[src/rtl/vppm_modulador.sv]
// VPPM transmitter: frames a parallel word as one start symbol plus DATA_W
// pulse-position symbols, MSB first, with runtime period and pulse width.
module vppm_modulador #(
   parameter int DATA_W = 8,
   parameter int CNT_W  = 25
) (
   input  logic              clk,
   input  logic              rst_n,
   input  logic [CNT_W-1:0]  period_cycles,
   input  logic [CNT_W-1:0]  pulse_width,
   input  logic [DATA_W-1:0] tx_data,
   input  logic              tx_valid,
   output logic              tx_ready,
   output logic              vppm_out,
   output logic              busy,
   output logic              frame_done
);

   localparam int BIT_W = $clog2(DATA_W + 1);
   localparam logic [BIT_W-1:0] LAST_BIT = BIT_W'(DATA_W - 1);

   typedef enum logic [1:0] {IDLE, START, DATA} state_t;

   state_t             stateQ, stateD;
   logic [CNT_W-1:0]   phQ, phD;
   logic [BIT_W-1:0]   bitQ, bitD;
   logic [DATA_W-1:0]  shiftQ, shiftD;
   logic [CNT_W-1:0]   pQ, pD;
   logic [CNT_W-1:0]   wQ, wD;
   logic               symEnd, lastCycle, xfer, nextLevel;

   function automatic logic [CNT_W-1:0] clampPeriod(input logic [CNT_W-1:0] p);
      return (p < CNT_W'(2)) ? CNT_W'(2) : p;
   endfunction

   function automatic logic [CNT_W-1:0] clampWidth(input logic [CNT_W-1:0] w,
                                                   input logic [CNT_W-1:0] pe);
      if (w == '0)
         return CNT_W'(1);
      else if (w >= pe)
         return pe - CNT_W'(1);
      else
         return w;
   endfunction

   // Zero pulses at the start of the symbol, one pulses at its end.
   function automatic logic symbolLevel(input logic b,
                                        input logic [CNT_W-1:0] ph,
                                        input logic [CNT_W-1:0] pe,
                                        input logic [CNT_W-1:0] we);
      return b ? (ph >= pe - we) : (ph < we);
   endfunction

   assign symEnd     = (phQ == pQ - CNT_W'(1));
   assign lastCycle  = (stateQ == DATA) && (bitQ == LAST_BIT) && symEnd;
   assign tx_ready   = (stateQ == IDLE) || lastCycle;
   assign xfer       = tx_valid && tx_ready;
   assign busy       = (stateQ != IDLE);
   assign frame_done = lastCycle;

   always_comb begin
      stateD    = stateQ;
      phD       = phQ;
      bitD      = bitQ;
      shiftD    = shiftQ;
      pD        = pQ;
      wD        = wQ;
      nextLevel = 1'b0;
      if (xfer) begin
         stateD = START;
         phD    = '0;
         bitD   = '0;
         shiftD = tx_data;
         pD     = clampPeriod(period_cycles);
         wD     = clampWidth(pulse_width, clampPeriod(period_cycles));
      end else begin
         case (stateQ)
            START: begin
               if (symEnd) begin
                  stateD = DATA;
                  phD    = '0;
               end else begin
                  phD = phQ + CNT_W'(1);
               end
            end
            DATA: begin
               if (symEnd) begin
                  phD = '0;
                  if (bitQ == LAST_BIT) begin
                     stateD = IDLE;
                  end else begin
                     bitD   = bitQ + BIT_W'(1);
                     shiftD = shiftQ << 1;
                  end
               end else begin
                  phD = phQ + CNT_W'(1);
               end
            end
            default: ;
         endcase
      end
      // Line level is computed from the next symbol position so the register
      // presents it aligned with that position.
      case (stateD)
         START:   nextLevel = symbolLevel(1'b0, phD, pD, wD);
         DATA:    nextLevel = symbolLevel(shiftD[DATA_W-1], phD, pD, wD);
         default: nextLevel = 1'b0;
      endcase
   end

   always_ff @(posedge clk or negedge rst_n) begin
      if (!rst_n) begin
         stateQ   <= IDLE;
         phQ      <= '0;
         bitQ     <= '0;
         vppm_out <= 1'b0;
      end else begin
         stateQ   <= stateD;
         phQ      <= phD;
         bitQ     <= bitD;
         vppm_out <= nextLevel;
      end
   end

   always_ff @(posedge clk) begin
      shiftQ <= shiftD;
      pQ     <= pD;
      wQ     <= wD;
   end

endmodule

[config.mk]
export PLATFORM = sky130hd
export DESIGN_NAME = vppm_modulador
export DESIGN_NICKNAME = d
export VERILOG_FILES = /design/src/rtl/vppm_modulador.sv
export SDC_FILE = /design/constraint.sdc
export NUM_CORES = 1
export LEC_CHECK = 0
export BUFFER_PORTS_ARGS = -buffer_cell sky130_fd_sc_hd__buf_4
export CORE_ASPECT_RATIO = 1.75
export CORE_MARGIN = 5
export CORE_UTILIZATION = 40
export CTS_CLUSTER_DIAMETER = 50
export DETAILED_ROUTE_END_ITERATION = 10
export SLEW_MARGIN = 20
export SYNTH_ARGS = -nofsm -noshare
export SYNTH_HDL_FRONTEND = slang
export SYNTH_SLANG_ARGS = --single-unit
[constraint.sdc]
create_clock -name clk -period 6.95 [get_ports clk]
set_input_delay 0.3475 -clock clk [delete_from_list [all_inputs] [get_ports clk]]
set_output_delay 0.3475 -clock clk [all_outputs]
set_load 0.05 [all_outputs]
==> results of run 1 <==
[kinds of logic after synthesis]
logic type | count (synthesis) | share of synthesized area
multiplexers | 12 | 0.0164
buffers and inverters | 95 | 0.0456
AND/OR/NAND/NOR | 367 | 0.221
flip-flops | 90 | 0.250
XOR/XNOR | 99 | 0.107
AO/OA/AOI/OAI | 237 | 0.194
adder cells (fa/ha/maj) | 108 | 0.167
[routing by layer]
layer,vias to the layer above,GRT usage,share of wire
met4,0,0.108,0.047
met1,3662,0.232,0.40
li1,4008,-,-
met2,137,0.424,0.54
met5,-,0,0
met3,46,0.0211,0.021
[per-stage QoR]
stage               setup TNS [ps]  worst slack, ps
global placement              -520             -520
CTS                          -71.6            -71.6
floorplan                        0             12.1
finish                       -57.4            -57.4
detailed placement            -691             -691
global route                  -385             -385
[layout make-up]
| cell class | count | area (um2) | area share |
|---|---|---|---|
| inverters | 65 | 244 | 0.0234 |
| clock buffers | 9 | 225 | 0.0216 |
| repair buffers | 204 | 1550 | 0.149 |
| well taps | 248 | 310 | 0.0298 |
| flip-flops and latches | 90 | 2030 | 0.196 |
| clock inverters | 7 | 56.3 | 0.00541 |
| multi-input cells | 823 | 5990 | 0.576 |
[flip-flops by register name, summed over array words and instances, names as in the netlist]
register and flops:
phQ 25, shiftQ 8, pQ 25, wQ 25
bitQ 4, vppm_out 1, stateQ 2
[tightest hold or removal path, cell delays in order]
cell,delay (ps)
buf_4,70
nand2_1,30
nand2_1,50
[power groups by stage]
stage / Sequential (W) / Combinational, W / Clock (W)
floorplan: 0.000535 / 0.0000638 / 0
global placement: 0.000535 / 0.000144 / 0
detailed placement: 0.000535 / 0.000144 / 0
CTS: 0.000524 / 0.000145 / 0.000494
global route: 0.000523 / 0.000159 / 0.000518
finish: 0.000524 / 0.000144 / 0.000484
[worst paths after layout]
path / startpoint / end / cells past startpoint / slack [ps]
min in group asynchronous: rst_n / phQ[20] / 2 / 480
max in group asynchronous: rst_n / phQ[6] / 2 / 6140
hold reg to reg: wQ[15] / wQ[15] / 2 / 450
setup / recovery: pQ[0] / vppm_out / 31 / -60
hold / removal: tx_data[4] / shiftQ[4] / 3 / 250
setup reg to reg: pQ[0] / vppm_out / 31 / -60
[cell usage after synthesis (5+ instances only)]
library cell	count	area, um2
edfxtp_1	7	210
dfxtp_1	51	1020
and3_1	12	75.1
inv_2	14	52.6
nor2b_1	8	50.1
nand3_1	35	175
or4_1	6	45.0
nand3b_1	5	37.5
ha_1	107	1340
o21ai_0	63	315
clkbuf_1	20	75.1
inv_1	51	191
and2_1	6	37.5
nand4_1	27	169
xnor2_1	50	438
o31a_1	13	114
mux2i_1	7	70.1
a21oi_1	42	210
a211oi_1	5	37.5
o21a_1	17	128
a31oi_1	6	37.5
nor4_1	20	125
or3_1	10	62.6
nor3_1	23	115
nor2_1	73	274
xor2_1	49	429
buf_2	9	45.0
nand2_1	117	439
a21o_1	37	278
dfrtp_1	32	801
nand2b_1	12	75.1
[repair_timing]
action	4_1_cts	5_1_grt
pin swaps	17	2
gates resized for setup	33	6
endpoints found under the hold margin	32	0
setup endpoints to repair	1	1
buffers inserted	4	0
hold buffers	1	0
==> metrics.txt, run 1 <==
CP peak stage delay=580 ps; Critical Path Fanout Max=6; sequential power share=0.455; Critical Path Most Common Cell=a21o_1; area delta synth->final=27.8%; GPL Wtd Cong=0.924; Final Power=0.00115 W; most common cell after layout, fill and taps aside=buf_4; WL per Instance=17.8 um; final WL=25800 um; WP buf/inv=1; Layout Cells excl Fill=1446; max cap viols=0; fill count=2003; largest net degree at the start of global routing=58; top achievable clock speed=143 MHz; via count=7853; fraction of registers with async set/reset=0.356; slew margin rel.=0.548; Mean Syn Cell Area=8.08 um2; Worst-path clk slew=70 ps; Die Area=0.0234 mm2; Worst path slowest cell=or4_4; Routed Antenna Nets=0; RSZ-0062 raised after global routing=true; fin area=0.0104 mm2; Tightest Pin Transition=673 ps; Die Ht=199 um; Max Slew Vio Count=0; # rows=69; most frequent cells in the layout=200 x buf_4, 117 x nand2_1, 106 x ha_1, 71 x nor2_1, 59 x o21ai_0; P_int=0.000840 W; hpwl dp=21800 um; drt first pass iters=4; Max VDD drop=0.125 mV; status=complete, but fails checks; syn_nets=1177; initial antenna violation count=0; diodes inserted=0; Critical Path End Type=flip-flop; num ports=65; Final Core Density=0.515; Final nets=1362; share of cells above drive strength 1=0.241; final worst slack=-57.4 ps; logic gate share of total power=0.125; Seq cells post-synth=90; hold_ws=250 ps; CTS Root Cell=clkbuf_16; Max clock buf depth=2; first-pass GRT wire length=40400 um; P_sw=0.000311 W; Vias/cell=5.43; P per Cell Area=111 mW/mm2; CP delay by family, top=compound AO/OA/AOI/OAI gates; Initial Utilization=0.403; Post-synth EDFFs=7; detailed-route DRC error count=0; worst hold-check path type=primary input to flip-flop; switching part of the total=0.270; DRT iter0 DRCs=322; final hold vios=0; Clock Latency Late Sink=360 ps; Placeable Area=0.0202 mm2; synthesized instance count=1008; H-tree Lvls=3; period utilisation layout=1.01; grt total ovfl=0; Yosys Warn Count=0; Pleak=5.00 nW; Final min period=7010 ps; clock share of power=0.421; failing checks=setup timing; placed cells=1425; Crit path arrival time=7260 ps; DIE WIDTH=118 um; Clock Skews=7.52 ps; dpl cell area=0.00993 mm2; ys flop type=dfxtp_1; Yosys cell types=69; PortBufs=64; crit start category=flip-flop; Setup-failing EPs final=1; Seq/Total Area, Yosys=0.250; WP data required=7200 ps; CP Class=flip-flop to flip-flop; Mapped Area=0.00814 mm2; CTS buffer count=9; GRT Util Overall=0.218; vias in the first global route=7971; CTS tree=built; clock sink total=90
(Power assumes the default switching activity.)
==> run 2, diff against run 1 <==
--- a/config.mk
+++ b/config.mk
@@ -6,11 +6,14 @@
 export NUM_CORES = 1
 export LEC_CHECK = 0
 export BUFFER_PORTS_ARGS = -buffer_cell sky130_fd_sc_hd__buf_4
+export CELL_PAD_IN_SITES_DETAIL_PLACEMENT = 0
+export CELL_PAD_IN_SITES_GLOBAL_PLACEMENT = 1
 export CORE_ASPECT_RATIO = 1.75
 export CORE_MARGIN = 5
 export CORE_UTILIZATION = 40
 export CTS_CLUSTER_DIAMETER = 50
 export DETAILED_ROUTE_END_ITERATION = 10
+export PLACE_DENSITY_LB_ADDON = 0.1
 export SLEW_MARGIN = 20
 export SYNTH_ARGS = -nofsm -noshare
 export SYNTH_HDL_FRONTEND = slang
==> metrics.txt, run 2 (synthesis results as in run 1) <==
top achievable clock speed=143 MHz (about the same); hpwl dp=22700 um (was 21800 um); worst hold-check path type=primary input to flip-flop (unchanged); Clock Skews=10.8 ps (was 7.52 ps); RSZ-0062 raised after global routing=true (unchanged); Placeable Area=0.0202 mm2 (unchanged); Tightest Pin Transition=693 ps (was 673 ps); final hold vios=0 (unchanged); Clock Latency Late Sink=360 ps (about the same); Regs by FF count=pQ: 25 flops, phQ: 25 flops, wQ: 25 flops (unchanged); CTS tree=built (unchanged); detailed-route DRC error count=0 (unchanged); vias in the first global route=8034 (was 7971); Crit path arrival time=7240 ps (was 7260 ps); Routed Antenna Nets=0 (unchanged); Final Power=0.00117 W (was 0.00115 W); Worst path slowest cell=a2111o_1 (was or4_4); WP data required=7200 ps (about the same); clock sink total=90 (unchanged); WL per Instance=18.3 um (was 17.8 um); Critical Path Fanout Max=7 (was 6); Initial Utilization=0.403 (unchanged); slew margin rel.=0.535 (was 0.548); CP peak stage delay=400 ps (was 580 ps); post-placement worst setup slack=-651 ps (was -691 ps); period utilisation layout=1.01 (about the same); status=complete, but fails checks (unchanged); hold_ws=252 ps (was 250 ps); via count=7836 (was 7853); R2R cell count=30 (was 31); GPL Wtd Cong=0.890 (was 0.924); worst r2r src=pQ[5] (was pQ[0]); wire length on met2=14200 um (was 13800 um); Setup-failing EPs final=1 (unchanged); final worst slack=-46.2 ps (was -57.4 ps); initial antenna violation count=0 (unchanged); Final min period=7000 ps (was 7010 ps); PortBufs=64 (unchanged); Hold Crit Depth=3 (unchanged); CTS buffer count=9 (unchanged); hold_sp=tx_data[4] (unchanged); Max Slew Vio Count=0 (unchanged); Critical Path End Type=flip-flop (unchanged); share of cells above drive strength 1=0.242 (was 0.241); setup TNS=-46.2 ps (was -57.4 ps); max cap viols=0 (unchanged); final WL=26700 um (was 25800 um); Max clock buf depth=2 (unchanged); Max VDD drop=0.117 mV (was 0.125 mV); DR top layer=met4 (unchanged); grt total ovfl=0 (unchanged); area delta synth->final=29.5% (was 27.8%); DRT iter0 DRCs=276 (was 322); drt first pass iters=4 (unchanged); met3 wire len=671 um (was 547 um); diodes inserted=0 (unchanged); H-tree Lvls=3 (unchanged); num ports=65 (unchanged); # rows=69 (unchanged); Critical Path Most Common Cell=buf_4 (was a21o_1); DIE WIDTH=118 um (unchanged); crit start category=primary input (was flip-flop); Die Ht=199 um (unchanged); R2R Path End=vppm_out (unchanged); first-pass GRT wire length=41600 um (was 40400 um); failing checks=setup timing (unchanged); most common cell after layout, fill and taps aside=buf_4 (unchanged); Final Core Density=0.522 (was 0.515); Vias/cell=5.38 (was 5.43); GRT Util Overall=0.227 (was 0.218); WHS Endpoint=shiftQ[4] (unchanged); Pleak=5.08 nW (was 5.00 nW); Die Area=0.0234 mm2 (unchanged); most frequent cells in the layout=208 x buf_4, 116 x nand2_1, 106 x ha_1, 72 x nor2_1, 60 x o21ai_0 (was 200 x buf_4, 117 x nand2_1, 106 x ha_1, 71 x nor2_1, 59 x o21ai_0); P per Cell Area=111 mW/mm2 (about the same); Worst-path clk slew=70 ps (about the same); met1 wire length=10400 um (was 10200 um); Final nets=1373 (was 1362); largest net degree at the start of global routing=49 (was 58); CTS Root Cell=clkbuf_16 (unchanged); CP Class=primary input to flip-flop (was flip-flop to flip-flop); R2R setup slack=-50 ps (was -60 ps)
==> run 2: cell types whose count changed in the layout (fill, tap and decap cells not counted), moves of 2 or more <==
cell / previous run / this run
nor3_2: 3 / 1
nor2_2: 2 / 0
clkbuf_1: 0 / 4
a21oi_2: 8 / 6
nor3_4: 0 / 2
buf_4: 200 / 208
a21oi_1: 34 / 36
inv_6: 5 / 0
buf_12: 0 / 2
==> run 2: critical path: cells and delay by family <==
kind	cells	cell delay [ps]
AOI/OAI and AO/OA	18	3850
and+or+nand+nor	7	1400
adders and majority gates	3	790
buffers and inverters	6	790
xor gates and xnor gates	1	80
==> run 2: routing by layer <==
| layer | GRT usage | up-vias |
|---|---|---|
| met2 | 0.437 | 130 |
| met3 | 0.0208 | 48 |
| met4 | 0.121 | 0 |
| met5 | 0 | - |
| li1 | - | 4032 |
| met1 | 0.241 | 3626 |
==> run 2: per-stage QoR <==
| stage | cell area (um2) | cells |
|---|---|---|
| after floorplan | 8290 | 1008 |
| after global placement | 9950 | 1425 |
| after detailed placement | 9950 | 1425 |
| after CTS | 10500 | 1457 |
| after global routing | 10500 | 1457 |
| final | 10500 | 1457 |
==> run 2: how the worst max path moves through the flow <==
stage	startpoint	endpoint	slack [ps]	cells past startpoint
3_5_place_dp	period_cycles[15]	vppm_out	-650	37
3_3_place_gp	pQ[7]	vppm_out	-580	28
6_report	period_cycles[15]	vppm_out	-50	35
5_1_grt	period_cycles[15]	vppm_out	-450	35
2_1_floorplan	period_cycles[15]	vppm_out	10	35
4_1_cts	pQ[5]	vppm_out	-70	30
==> run 2: layout make-up <==
class	instances	area [um2]
timing repair buffer	215	1660
clock inverter	3	41.3
inverter	65	244
clock buffer	13	240
multi-input combinational	823	6010
sequential	90	2030
tap	248	310
fill	2038	9660
==> run 2: report_power, final <==
part | switching, W | internal (W)
sequential | 0 | 0.000524
combinational | 0.0000782 | 0.0000692
clock | 0.000215 | 0.000280
==> run 2: what timing repair did <==
item                                    4_1_cts  5_1_grt
endpoints found under the setup margin        1        1
pin swaps                                    21        3
hold endpoints to repair                     32        0
buffers inserted                             15        0
hold buffers                                  1        0
resized for setup                            37        2
==> run 3, diff against run 2 <==
--- a/config.mk
+++ b/config.mk
@@ -8,7 +8,6 @@
 export BUFFER_PORTS_ARGS = -buffer_cell sky130_fd_sc_hd__buf_4
 export CELL_PAD_IN_SITES_DETAIL_PLACEMENT = 0
 export CELL_PAD_IN_SITES_GLOBAL_PLACEMENT = 1
-export CORE_ASPECT_RATIO = 1.75
 export CORE_MARGIN = 5
 export CORE_UTILIZATION = 40
 export CTS_CLUSTER_DIAMETER = 50
==> constraint.sdc (replaced) <==
create_clock -name clk -period 6.95 [get_ports clk]
set_input_delay 1.7375 -clock clk [delete_from_list [all_inputs] [get_ports clk]]
set_output_delay 1.7375 -clock clk [all_outputs]
set_load 0.05 [all_outputs]
==> metrics.txt, run 3 (synthesis results as in run 1) <==
CTS tree=built (unchanged); most common cell after layout, fill and taps aside=buf_4 (unchanged); R2R setup slack=-320 ps (was -50 ps); Critical Path Most Common Cell=a21o_1 (was buf_4); CTS Root Cell=clkbuf_16 (unchanged); CP peak stage delay=400 ps (about the same); R2R cell count=32 (was 30); PortBufs=64 (unchanged); most frequent cells in the layout=307 x buf_4, 117 x nand2_1, 105 x ha_1, 72 x nor2_1, 59 x o21ai_0 (was 208 x buf_4, 116 x nand2_1, 106 x ha_1, 72 x nor2_1, 60 x o21ai_0); DRT iter0 DRCs=409 (was 276); post-placement worst setup slack=-1870 ps (was -651 ps); CTS buffer count=9 (unchanged); hpwl dp=23400 um (was 22700 um); Critical Path End Type=flip-flop (unchanged); failing checks=setup timing (unchanged); vias in the first global route=8160 (was 8034); WL per Instance=17.3 um (was 18.3 um); Pleak=5.49 nW (was 5.08 nW); placed cells=1553 (was 1425); CP Class=primary input to flip-flop (unchanged); Final Core Density=0.552 (was 0.522); hold_buf cts=0 (was 1); GPL Wtd Cong=0.920 (was 0.890); largest net degree at the start of global routing=36 (was 49); final hold vios=0 (unchanged); worst hold-check path type=flip-flop to flip-flop (was primary input to flip-flop); Final nets=1465 (was 1373); WP data required=7200 ps (about the same); RSZ-0062 raised after global routing=true (unchanged); Crit path arrival time=8460 ps (was 7240 ps); Hold Crit Depth=2 (was 3); hold_sp=wQ[21] (was tx_data[4]); Clock Latency Late Sink=350 ps (was 360 ps); CP delay by family, top=compound AO/OA/AOI/OAI gates (unchanged); Clock Skews=12.1 ps (was 10.8 ps); Max clock buf depth=2 (unchanged); final WL=27200 um (was 26700 um); clock sink total=90 (unchanged); DIE WIDTH=153 um (was 118 um); final worst slack=-1260 ps (was -46.2 ps); worst r2r src=pQ[1] (was pQ[5]); detailed-route DRC error count=0 (unchanged); initial antenna violation count=0 (unchanged); Layout Cells excl Fill=1571 (was 1457); fill count=1998 (was 2038); GRT Util Overall=0.233 (was 0.227); share of cells above drive strength 1=0.286 (was 0.242); Final min period=8210 ps (was 7000 ps); Max VDD drop=0.0913 mV (was 0.117 mV); first-pass GRT wire length=42900 um (was 41600 um); max cap viols=0 (unchanged); R2R Path End=vppm_out (unchanged); area delta synth->final=36.6% (was 29.5%); slew margin rel.=0.571 (was 0.535); Tightest Pin Transition=639 ps (was 693 ps); drt first pass iters=4 (unchanged); Routed Antenna Nets=0 (unchanged); WHS Endpoint=wQ[21] (was shiftQ[4]); diodes inserted=0 (unchanged); Max Slew Vio Count=0 (unchanged); sequential cell area=0.00203 mm2 (about the same); Setup-failing EPs final=1 (unchanged); top achievable clock speed=122 MHz (was 143 MHz); WP buf/inv=3 (was 6); Worst-path clk slew=70 ps (about the same); H-tree Lvls=3 (unchanged); via count=8207 (was 7836); grt total ovfl=0 (unchanged); Vias/cell=5.22 (was 5.38); Placeable Area=0.0202 mm2 (about the same); Die Ht=153 um (was 199 um); Initial Utilization=0.404 (was 0.403); # rows=52 (was 69); Regs by FF count=pQ: 25 flops, phQ: 25 flops, wQ: 25 flops (unchanged); Die Area=0.0233 mm2 (was 0.0234 mm2); Critical Path Fanout Max=3 (was 7); P per Cell Area=111 mW/mm2 (about the same); num ports=65 (unchanged); hold_ws=454 ps (was 252 ps); Worst path slowest cell=or3_4 (was a2111o_1); Final Power=0.00123 W (was 0.00117 W); crit start category=primary input (unchanged); area of the multi-input gates=0.00589 mm2 (was 0.00601 mm2); status=complete, but fails checks (unchanged); period utilisation layout=1.18 (was 1.01)
run 3: changes by cell type in the layout (fill, tap and decap cells not counted), moves of 3 or more:
cell,delta
or4_4,-4
buf_4,+99
buf_6,-4
a21boi_1,+3
or4_1,+4
clkbuf_1,-4
run 3: worst max-delay path by stage:
stage	startpoint	end	cells past startpoint
floorplan	period_cycles[14]	vppm_out	36
global placement	period_cycles[14]	vppm_out	37
detailed placement	period_cycles[14]	vppm_out	37
CTS	period_cycles[14]	vppm_out	37
global route	period_cycles[14]	vppm_out	37
finish	period_cycles[14]	vppm_out	37
run 3: through the flow:
| step | cell area [um2] | TNS, ps |
|---|---|---|
| after detailed placement | 10700 | -1870 |
| after global routing | 11100 | -1650 |
| after global placement | 10700 | -1770 |
| after CTS | 11100 | -1250 |
| final | 11100 | -1260 |
| after floorplan | 8240 | -1300 |
run 3: repair_timing:
item | in CTS | in global routing
setup endpoints to repair | 1 | 1
pin swaps | 10 | 3
resized for setup | 7 | 6
buffers inserted | 2 | 0
run 3: cell type report:
class / instances / share of cell area
clock buffers: 9 / 0.0202
inverters: 65 / 0.0219
multi-input cells: 823 / 0.529
flip-flops and latches: 90 / 0.183
repair buffers: 307 / 0.207
well taps: 270 / 0.0304
clock inverters: 7 / 0.00844
run 3: worst min-delay path: stages, from the launching register on:
cell and delay, ps:
dfxtp_1 310, nand2_1 50, o21ai_0 60
run 3: report_power, final:
part / leakage (nW) / internal [W] / switching (W)
Clock: 0.153 / 0.000315 / 0.000221
Combinational: 4.47 / 0.0000901 / 0.0000828
Sequential: 0.865 / 0.000524 / 0
Total: 5.49 / 0.000929 / 0.000304
run 3: layer usage:
| metal | share of wire | track usage | up-vias |
|---|---|---|---|
| li1 | - | - | 4220 |
| met3 | 0.030 | 0.0182 | 39 |
| met1 | 0.50 | 0.329 | 3793 |
| met5 | 0 | 0 | - |
| met2 | 0.44 | 0.369 | 155 |
| met4 | 0.033 | 0.0929 | 0 |
